--- config.mk ---
export PLATFORM = sky130hd
export DESIGN_NAME = spike_event_fifo
export DESIGN_NICKNAME = d
export VERILOG_FILES = /design/src/rtl/spike_event_fifo.sv
export SDC_FILE = /design/constraint.sdc
export NUM_CORES = 1
export LEC_CHECK = 0
export ABC_AREA = 1
export BUFFER_PORTS_ARGS = -buffer_cell sky130_fd_sc_hd__buf_4
export CAP_MARGIN = 15
export CORE_MARGIN = 2
export CORE_UTILIZATION = 55
export CTS_CLUSTER_SIZE = 20
export DETAILED_ROUTE_END_ITERATION = 10
export PLACE_DENSITY = 0.74
export SLEW_MARGIN = 20
export SYNTH_ARGS = -nofsm -noshare
export SYNTH_HDL_FRONTEND = slang
export SYNTH_SLANG_ARGS = --single-unit
--- constraint.sdc ---
create_clock -name clk -period 1.9 [get_ports clk]
set_input_delay 0.095 -clock clk [delete_from_list [all_inputs] [get_ports clk]]
set_output_delay 0.095 -clock clk [all_outputs]
set_load 0.02 [all_outputs]
--- src/rtl/spike_event_fifo.sv ---
// ---------------------------------------------------------------------------
// spike_event_fifo
//
// Purpose:
//   Sits behind the delta comparator. On every sample strobe it samples the
//   2-bit spike code; events are stamped with the sample-index timestamp
//   counter and queued in a small FIFO. The head of the queue is presented on
//   a registered valid/ready port (first-word fall-through, one cycle after
//   the push edge) to the output pin serializer. Events that arrive while the
//   FIFO is full and nothing is leaving are dropped and reported through a
//   sticky overflow flag.
//
// Ports:
//   clk         in   system clock, all state changes on the rising edge
//   rst         in   synchronous active-high reset, highest priority
//   sample_en   in   one-cycle strobe qualifying spike
//   spike       in   [0]=event present, [1]=polarity (1=OFF, 0=ON)
//   ovf_clr     in   clears the sticky overflow flag
//   out_ready   in   consumer accepts out_data this cycle
//   out_valid   out  head entry is valid (registered)
//   out_data    out  {polarity, timestamp} of the head entry, 0 when empty
//   fifo_count  out  number of occupied entries
//   overflow    out  sticky flag, set when an event was dropped
//
// Parameters:
//   TS_WIDTH    timestamp counter width, wraps at 2**TS_WIDTH
//   DEPTH       FIFO depth, power of two, at least 2
// ---------------------------------------------------------------------------
module spike_event_fifo #(
  parameter int TS_WIDTH = 6,
  parameter int DEPTH    = 4
) (
  input  logic                     clk,
  input  logic                     rst,
  input  logic                     sample_en,
  input  logic [1:0]               spike,
  input  logic                     ovf_clr,
  input  logic                     out_ready,
  output logic                     out_valid,
  output logic [TS_WIDTH:0]        out_data,
  output logic [$clog2(DEPTH):0]   fifo_count,
  output logic                     overflow
);

  localparam int PTR_W  = $clog2(DEPTH);
  localparam int CNT_W  = PTR_W + 1;
  localparam int DATA_W = TS_WIDTH + 1;

  localparam logic [CNT_W-1:0] CNT_FULL = CNT_W'(DEPTH);
  localparam logic [CNT_W-1:0] CNT_ONE  = CNT_W'(1);
  localparam logic [PTR_W-1:0] PTR_ONE  = PTR_W'(1);
  localparam logic [TS_WIDTH-1:0] TS_ONE = TS_WIDTH'(1);

  // Registered state
  logic [TS_WIDTH-1:0] ts_q,        ts_d;
  logic [PTR_W-1:0]    wr_ptr_q,    wr_ptr_d;
  logic [PTR_W-1:0]    rd_ptr_q,    rd_ptr_d;
  logic [CNT_W-1:0]    count_q,     count_d;
  logic                out_valid_q, out_valid_d;
  logic [DATA_W-1:0]   out_data_q,  out_data_d;
  logic                overflow_q,  overflow_d;
  logic [DATA_W-1:0]   mem_q [DEPTH];
  logic [DATA_W-1:0]   mem_d [DEPTH];

  // Per-cycle handshake decode
  logic                push;
  logic                pop;
  logic                full;
  logic                accept;
  logic                drop;
  logic [DATA_W-1:0]   push_word;

  // Decode push/pop for this cycle. A push into a full FIFO is only accepted
  // when the head is leaving on the same edge, because the popped slot is the
  // one the write pointer is aiming at.
  always_comb begin
    push      = sample_en & spike[0];
    pop       = out_valid_q & out_ready;
    full      = (count_q == CNT_FULL);
    accept    = push & (~full | pop);
    drop      = push & full & ~pop;
    push_word = {spike[1], ts_q};
  end

  // Timestamp advances on every strobe regardless of whether an event is
  // present; the stamp taken by a push is the pre-increment value.
  always_comb begin
    ts_d = ts_q;
    if (sample_en) begin
      ts_d = ts_q + TS_ONE;
    end
  end

  // Storage and pointer update. Full/empty are never derived from the
  // pointers, only from the occupancy count.
  always_comb begin
    mem_d    = mem_q;
    wr_ptr_d = wr_ptr_q;
    rd_ptr_d = rd_ptr_q;
    if (accept) begin
      mem_d[wr_ptr_q] = push_word;
      wr_ptr_d        = wr_ptr_q + PTR_ONE;
    end
    if (pop) begin
      rd_ptr_d = rd_ptr_q + PTR_ONE;
    end
  end

  // Occupancy: simultaneous accept and pop cancel out.
  always_comb begin
    count_d = count_q;
    if (accept && !pop) begin
      count_d = count_q + CNT_ONE;
    end else if (pop && !accept) begin
      count_d = count_q - CNT_ONE;
    end
  end

  // Registered output stage. The head is looked up in the post-update
  // storage, so a word written into an empty FIFO shows up on the very next
  // cycle and an unpopped head stays put while the consumer stalls.
  always_comb begin
    out_valid_d = (count_d != '0);
    out_data_d  = '0;
    if (count_d != '0) begin
      out_data_d = mem_d[rd_ptr_d];
    end
  end

  // Sticky overflow: a drop in the same cycle as a clear leaves it set.
  always_comb begin
    overflow_d = overflow_q;
    if (drop) begin
      overflow_d = 1'b1;
    end else if (ovf_clr) begin
      overflow_d = 1'b0;
    end
  end

  // State register with synchronous reset; reset discards every entry.
  always_ff @(posedge clk) begin
    if (rst) begin
      ts_q        <= '0;
      wr_ptr_q    <= '0;
      rd_ptr_q    <= '0;
      count_q     <= '0;
      out_valid_q <= 1'b0;
      out_data_q  <= '0;
      overflow_q  <= 1'b0;
      for (int i = 0; i < DEPTH; i++) begin
        mem_q[i] <= '0;
      end
    end else begin
      ts_q        <= ts_d;
      wr_ptr_q    <= wr_ptr_d;
      rd_ptr_q    <= rd_ptr_d;
      count_q     <= count_d;
      out_valid_q <= out_valid_d;
      out_data_q  <= out_data_d;
      overflow_q  <= overflow_d;
      for (int i = 0; i < DEPTH; i++) begin
        mem_q[i] <= mem_d[i];
      end
    end
  end

  assign out_valid  = out_valid_q;
  assign out_data   = out_data_q;
  assign fifo_count = count_q;
  assign overflow   = overflow_q;

endmodule

==> out/metrics.cfg <==
[critical_path]
startpoint_type = flop
cp_data_required_time_ns = 2.16
cp.arrival_ns = 1.99
critPathKind = flop to flop
cp_max_fo = 8
cp-end-kind = flop
r2r_slack_ns = 0.17

[yosys]
synth.most_common_cell = nand2_1
synth_warnings = 0
synth_area_leader_cell = dfxtp_1
synth.top_cell.area_share = 0.3745
synth_nets = 405
ys_ff_latch = 50
ys_types = 21
synthArstFlopShare = 0
ys.flop_type = dfxtp_1
synthesis.area_mm2 = 0.002673
syn_inst = 390
synth_common_cells = 140 x nand2_1, 77 x nand3_1, 50 x dfxtp_1
synth-seq-area-share = 0.3745
avgSynthCellArea_um2 = 6.853
synth_edf_count = 0
synth.area.top_cells = dfxtp_1 37%, nand2_1 20%, nand3_1 14%

[cts]
clockBufferDepth = 2
cts_sinks = 50
hold_buffers = 0
clk_latency_ns = 0.31
htree_levels = 2
cts.clk_slew.worst_paths_ns = 0.10
cts_buffers = 5
cts_root_buf = clkbuf_8
tritoncts = built

[placement]
dp_slack_ns = 0.1429
hpwlAfterDp_um = 4626
port_buffers = 18
routabilityCongestion = 0.8789

[status]
status = completed

[power]
p_switching_uw = 1030
max-vdd-ir-drop_uv = 545.6
power_frac_comb = 0.333
p_sw_frac = 0.3537
static-leakage-power_uw = 0.001457
clkPwrFrac = 0.259
seq_power_share = 0.408
internal-power_uw = 1882
power.density_mw_per_mm2 = 978.4

[die]
die_height_um = 73.71
start_util = 0.5696
core_area_mm2 = 0.004692
num_io_pins = 19
rows = 25
die_area_mm2 = 0.005433
dieWidth_um = 73.71

[sta]
tightest_slew_ns = 0.3687
setup_viol = 0
relSlewSlack = 0.7542
rsz0062_at_grt = false
finalMaxSlewViolations = 0
hold_viol = 0
max_freq_mhz = 576.7
final.min_clock_period_ns = 1.734
clock_skew_ns = 0.006664
setup_tns_ns = 0
setup_slack_ns = 0.1660
timing.final.crit_share = 0.9126

[layout]
finalNetCount = 427
diodes = 0
drive_above_1_share = 0.1404
area_growth_pct = 11.38
utilization = 0.6344

[detailed_routing]
dr.pass1.iters = 5
vias_per_cell = 5.544
wire_per_inst_um = 14.61
wl_um = 6822
route.detailed.drc = 0
drt-initial-drc-count = 271
vias = 2589
ant_nets = 0

[global_route]
grt_max_degree = 33
grt_overflow = 0
antenna_found_initial = 0
grtUsageTotal = 0.2667
grt_pass1_wl_um = 11010
grt_pass1_vias = 2366

[run]
timing.max_cap.violations = 0

[min_path]
hold_class = input pin to flop

cell usage in the layout, fill, tap and decap left out, drive strengths merged:
master	count
nand3	82
buf	33
nor2	6
a21oi	35
dfxtp	50
nand4	2
inv	30
ha	8
nand2	148
clkbuf	5
nor3	2
clkinv	4
bufinv	1
xor2	1
o21ai	6
registers in the layout (all words and copies together), names as in the netlist:
| register | count |
|---|---|
| mem_q | 28 |
| wr_ptr_q | 2 |
| fifo_count | 3 |
| rd_ptr_q | 2 |
| out_valid | 1 |
| overflow | 1 |
| ts_q | 6 |
| out_data | 7 |
area by class of cell:
type	instances	area, µm²
Fill cell	420	1715
Multi-Input combinational cell	290	1419
Sequential cell	50	1001
Timing Repair Buffer	33	255.2
Inverter	32	125.1
Clock buffer	5	68.82
Tap cell	54	67.56
Clock inverter	3	40.04
power groups by stage:
stage / combinational [µW] / sequential, µW / clock, µW
finish: 971 / 1190 / 753
global route: 1070 / 1200 / 803
global placement: 938 / 1210 / 0
floorplan: 582 / 1280 / 0
detailed placement: 944 / 1210 / 0
CTS: 948 / 1190 / 762
what timing repair did:
action,4_1_cts,5_1_grt
buffers inserted,0,0
setup endpoints to repair,0,7
gates resized for setup,0,4
final timing paths:
check             cells after the start     endpoint           from
setup / recovery                     12  out_data[1]  fifo_count[0]
hold / removal                        2      ts_q[1]      sample_en
setup reg to reg                     12  out_data[1]  fifo_count[0]
hold reg to reg                       2     overflow       overflow
worst max-delay path: stages (launching register included):
cell and delay (ns):
dfxtp_1 0.38, inv_1 0.09, ha_1 0.21, nand2_2 0.10, inv_1 0.08, nand2_4 0.15, buf_4 0.19, nand3_1 0.10
nand3_1 0.10, nand3_1 0.09, nand2_1 0.10, nand2_1 0.06, inv_1 0.05
per-layer routing:
layer | global-route usage | share of wire | up-vias
met5 | 0 | 0 | -
met1 | 0.3496 | 0.44 | 1188
met2 | 0.4296 | 0.48 | 86
met3 | 0.05213 | 0.061 | 12
met4 | 0.1051 | 0.018 | 0
li1 | - | - | 1303
kinds of logic (layout without fill, tap and decap cells):
group | Yosys count | in the layout | share of synthesized area
AO/OA/AOI/OAI | 41 | 41 | 0.07678
XOR/XNOR | 1 | 1 | 0.006088
adder cells (fa/ha/maj) | 8 | 8 | 0.03745
buffers and inverters | 51 | 73 | 0.1039
flip-flops | 50 | 50 | 0.3745
AND/OR/NAND/NOR | 239 | 240 | 0.4012
metrics by stage:
step,hold slack (ns),cells,instance area [µm²],power (µW)
after CTS,0.003604,466,2944,2899
after global routing,0.01943,467,2977,3071
final,0.006336,467,2977,2912
after detailed placement,0.3356,458,2835,2158
after global placement,0.3313,458,2835,2150
after floorplan,0.1868,390,2673,1861
No activity file was read; power rests on OpenSTA's default activity.
